**config.mk**
```make
export PLATFORM = sky130hd
export DESIGN_NAME = n_bit_1_to_4_stream_demux
export DESIGN_NICKNAME = d
export VERILOG_FILES = /design/src/rtl/n_bit_1_to_4_stream_demux.sv
export SDC_FILE = /design/constraint.sdc
export NUM_CORES = 1
export LEC_CHECK = 0
export BUFFER_PORTS_ARGS = -buffer_cell sky130_fd_sc_hd__clkbuf_2
export CAP_MARGIN = 20
export CORE_ASPECT_RATIO = 1.1
export CORE_MARGIN = 2
export CORE_UTILIZATION = 55
export DETAILED_ROUTE_END_ITERATION = 10
export GPL_TIMING_DRIVEN = 0
export PLACE_DENSITY = 0.86
export SETUP_SLACK_MARGIN = 0.05
export SLEW_MARGIN = 10
export SYNTH_ARGS = -nofsm -noshare
export SYNTH_HDL_FRONTEND = slang
export SYNTH_SLANG_ARGS = --single-unit
```
**constraint.sdc**
```tcl
create_clock -name clk -period 2.5 [get_ports clk]
set_clock_uncertainty 0.2 [all_clocks]
set_input_delay 0.375 -clock clk [delete_from_list [all_inputs] [get_ports clk]]
set_output_delay 0.375 -clock clk [all_outputs]
set_load 0.02 [all_outputs]
```
**src/rtl/n_bit_1_to_4_stream_demux.sv**
```systemverilog
// rtl/n_bit_1_to_4_stream_demux.sv - 1-to-4 valid/ready stream demux with 2-entry buffer per channel
// Optional per-channel pop counters on xfer_cnt when DEMUX_STATS_EN is defined.
module n_bit_1_to_4_stream_demux #(
    parameter int N = 4
) (
    input  logic         clk,
    input  logic         rst_n,
    input  logic         in_valid,
    output logic         in_ready,
    input  logic [1:0]   in_sel,
    input  logic [N-1:0] in_data,
    output logic [3:0]   out_valid,
    input  logic [3:0]   out_ready,
    output logic [N-1:0] out0_data,
    output logic [N-1:0] out1_data,
    output logic [N-1:0] out2_data,
    output logic [N-1:0] out3_data
`ifdef DEMUX_STATS_EN
    ,
    output logic [63:0]  xfer_cnt
`endif
);

    logic [3:0][1:0]   occ;
    logic [3:0][N-1:0] head;
    logic [3:0][N-1:0] tail;
    logic [3:0]        push;
    logic [3:0]        pop;

    assign in_ready  = (occ[in_sel] != 2'd2) && rst_n;
    assign out0_data = head[0];
    assign out1_data = head[1];
    assign out2_data = head[2];
    assign out3_data = head[3];

    always_comb begin
        push = '0;
        pop  = '0;
        for (int k = 0; k < 4; k++) begin
            out_valid[k] = (occ[k] != 2'd0);
            pop[k]       = out_valid[k] && out_ready[k];
            push[k]      = in_valid && in_ready && (in_sel == 2'(k));
        end
    end

    always_ff @(posedge clk or negedge rst_n) begin
        if (!rst_n) begin
            occ  <= '0;
            head <= '0;
            tail <= '0;
        end else begin
            for (int k = 0; k < 4; k++) begin
                case (occ[k])
                    2'd0: begin
                        if (push[k]) begin
                            head[k] <= in_data;
                            occ[k]  <= 2'd1;
                        end
                    end
                    2'd1: begin
                        // Simultaneous push/pop: the incoming word replaces the departing head.
                        if (push[k] && pop[k]) begin
                            head[k] <= in_data;
                        end else if (push[k]) begin
                            tail[k] <= in_data;
                            occ[k]  <= 2'd2;
                        end else if (pop[k]) begin
                            occ[k]  <= 2'd0;
                        end
                    end
                    2'd2: begin
                        if (pop[k]) begin
                            head[k] <= tail[k];
                            occ[k]  <= 2'd1;
                        end
                    end
                    default: occ[k] <= 2'd0;
                endcase
            end
        end
    end

`ifdef DEMUX_STATS_EN
    logic [3:0][15:0] cnt;

    assign xfer_cnt = cnt;

    always_ff @(posedge clk or negedge rst_n) begin
        if (!rst_n) begin
            cnt <= '0;
        end else begin
            for (int k = 0; k < 4; k++) begin
                if (pop[k]) begin
                    cnt[k] <= cnt[k] + 16'd1;
                end
            end
        end
    end
`endif

endmodule
```
# == Word-level counts from Yosys, hierarchy flattened ==
# Index checks and enable logic that the tools add are counted.
# classes
magnitude_cmp,1
n_eq_ne,32
n_reduce_logical,39
bitwise,4
n_mux,42
# ops
operator,count
2-to-1 mux 4 bit,12
case mux 4 bit (3 select lines),4
2-to-1 mux 2 bit,21
!= test 2 bit (second input constant),17
AND reduction 4 bit,8
case mux 2 bit (3 select lines),4
logical AND 1 bit,14
== test 2 bit (second input constant),6
!= test 3 bit (second input constant),4
AND reduction 3 bit,4
nonzero test 3 bit,4
== test 2 x 1 -> 1 bit (second input constant),5
zero test 2 bit,5
nonzero test 2 bit,4
binary-select mux 2 bit (select 2 bit),1
inverter 1 bit,4
less-than comparator 2 x 3 -> 1 bit (second input constant),1
# totals
register_bits,40
elab_cells,130

# == Logic depth before layout (Yosys ltp) ==
# logic_depth
ltp_word,9
depth_mapped,5
mapped_depth_nobuf,3

# == Least setup slack after synthesis ==
# OpenSTA, ideal clock, no wires.
# synth_path
path_kind,register to output
startpoint,register occ[7] (netlist name)
endpoint,output in_ready
arrival_ns,1.601
setup_slack_ns,0.324
path_stages_with_launch,6
path_cell_list,dfrtp_1 -> clkbuf_1 -> nor2b_1 -> clkbuf_1 -> mux4_2 -> nor2b_1
# synth_via
elab_chain_cells,4
# synth_rtl
element,line,rtl
start: declaration,24,logic [3:0][1:0] occ;
start signal: assignment,48,occ <= '0;
start signal: indexed assignment,57,occ[k] <= 2'd1;
start signal: indexed assignment,66,occ[k] <= 2'd2;
binary-select mux 2 bit (select 2 bit),30,assign in_ready = (occ[in_sel] != 2'd2) && rst_n;
2-to-1 mux 2 bit (not written as such),30,
!= test 2 bit,30,
logical AND 1 bit,30,
end: declaration,9,"output logic in_ready,"
# No other way between the ends. The select of a mux whose other input is x is not followed.

# == Final worst setup path ==
# Ends and elaborated chain as after synthesis.

==> qor.txt <==
status: complete, no violations
Clk Latency, worst-skew pair: 0.29 ns
FF+latch count, synth: 40
final wirelength: 3990 um
Rel. slew slack: 67.3%
WP buf/inv: 1
row count: 23
total I/O pin count: 34
Detail Placement HPWL: 2910 um
synthesized area: 2020 um2
Critical Path End Type: primary output
Remaining DRCs: 0
CTS root buffer: clkbuf_8
die width: 61.8 um
R2R cell count: 3
first-pass GRT wire length: 6700 um
TritonCTS clock tree: yes
# diodes: 0
drt initial violations: 55
Avg WL per Cell: 16.4 um
antenna violations before repair: 0
Top Family by Delay on Critical Path: multiplexers
area occupied by multi-input gates: 1000 um2
max-cap violations: 0
commonest non-fill, non-tap cell in the layout: dfrtp_1
WP depth: 4
design area: 2370 um2
area of placed instances: 2250 um2
slowest stage delay, CP: 0.49 ns
placer congestion estimate: 0.775
hold crit path type: primary input to flop
Max Fclk: 431 MHz
critical path class: flop to primary output
I/O Buffers: 33
Syn Nets: 169
fillcell total: 289
Final Cycle Share: 92.8%
post-layout util: 66.4%
Die H: 67.5 um
RSZ-0062 raised after global routing: false
clock sinks: 40
LEAKAGE: 1.06 nW
Mapped Cells: 156
max-slew violations: 0
largest net degree at the start of global routing: 41
Initial Utilization: 56.6%
crit-path cells: nor2b_4 > mux4_2 > nor2b_1 > clkbuf_2
Crit path required time: 1.92 ns
Max IR drop VDD: 0.585 mV
minimum clock period: 2.32 ns
synth-to-layout area growth: 17.4%
Core Area: 3570 um2
htree depth: 2
crit start category: flop
mean area per synthesized cell: 12.9 um2
Synth warnings: 0
crit path DAT: 1.74 ns
library cells used by synthesis: 32
clock buffer depth: 2
share of flip-flops with an asynchronous set or reset: 100%
slowest stage cell on the critical path: mux4_2
WHS Path Cells: 2
Worst Path Max Fanout: 10
layout cell share with drive strength beyond 1: 54.6%
grt ovf: 0
area of the die: 4170 um2
WHS: 0.113 ns
Post-CTS Setup Repair Bufs: 0
TritonCTS Buffers: 5
register area: 1000 um2
most frequent cells in the layout: dfrtp_1, mux2_2, clkbuf_2
most common flop cell mapped by yosys: dfrtp_1
Total GRT Usage: 22.3%
DRT antenna net count: 0
Pwr Density: 700 nW/um2
vias in the first global route: 1371
register area share after synthesis: 49.6%
Hold Fails Final Rpt: 0
Worst-path clk slew: 0.07 ns
Setup-failing EPs final: 0
Pre-antenna DRT Iters: 4
via/cell ratio: 5.62
Post-synth EDFFs: 0
net count reported at finish: 206
Slew @ Worst Pin: 0.486 ns
total number of vias: 1372
[cells in the mapped netlist, types with 2 or more instances]
cell type / count / share of area (%)
o21ba_2: 2 / 0.99
clkbuf_1: 5 / 0.93
o21a_1: 2 / 0.74
nand3b_1: 2 / 0.74
or2_2: 12 / 3.7
nand2_1: 2 / 0.37
o221a_2: 8 / 4.5
nor3b_1: 2 / 0.74
o31ai_1: 2 / 0.74
inv_1: 3 / 0.56
nor3b_2: 3 / 1.9
dfrtp_1: 40 / 50
o22ai_1: 4 / 1.2
nand2b_1: 4 / 1.2
mux2i_1: 5 / 2.5
nor2b_1: 11 / 3.4
mux2_2: 32 / 18
nand3_1: 2 / 0.50
a221oi_2: 2 / 1.5
[cell type report]
type                       instances  area share [%]
tap                               50            2.64
inverter                           3           0.475
timing repair buffer              35            8.35
clock inverter                     1           0.317
clock buffer                       7            3.65
multi-input combinational        108            42.3
sequential                        40            42.3
[state kept, by name, summed over array words and instances (netlist names)]
register	cells
out3_data	4
occ	8
out1_data	4
out0_data	4
tail	16
out2_data	4
[repair_timing]
action	4_1_cts	5_1_grt
endpoints found under the setup margin	12	1
endpoints found under the hold margin	40	0
resized for setup	5	0
pin swaps	0	0
hold buffers	2	0
[metal layers]
metal  up-vias  track usage (%)  wire [um]
met4         0             7.71         80
met2        36             33.8       1930
met3         8             6.70        170
met5         -                0          0
li1        657                -          -
met1       671             30.4       1810
[power by group]
part	switching [mW]	internal (mW)	leakage (nW)
clock network	0.217	0.224	0.0445
logic	0.214	0.177	0.507
registers	0.0688	0.758	0.509
[through the flow]
step	TNS, ns	power [mW]	instances	setup slack (ns)
floorplan	0	1.07	156	0.324
global placement	-5.11	1.20	239	-0.248
detailed placement	-8.82	1.23	239	-0.387
CTS	0	1.67	247	0.0979
global route	0	1.75	244	0.0700
finish	0	1.66	244	0.181
[cell families after synthesis]
family,Yosys count,synth area share [%]
and+or+nand+nor,47,16.7
DFF,40,49.6
muxes,38,21.5
AOI/OAI and AO/OA,23,10.8
buffers and inverters,8,1.49
[path summary, 6_finish.rpt]
check | startpoint | endpoint | slack [ns]
min in group asynchronous | rst_n | tail[0]$_DFFE_PN0P_ | 0.49
worst max-delay path | occ[7]$_DFFE_PN0P_ | in_ready | 0.18
max in group asynchronous | rst_n | tail[8]$_DFFE_PN0P_ | 1.42
worst min register to register | tail[6]$_DFFE_PN0P_ | tail[6]$_DFFE_PN0P_ | 0.31
worst min-delay path | out_ready[0] | occ[1]$_DFFE_PN0P_ | 0.11
worst max register to register | occ[5]$_DFFE_PN0P_ | out2_data[1]$_DFFE_PN0P_ | 0.71
(Power assumes the default switching activity.)
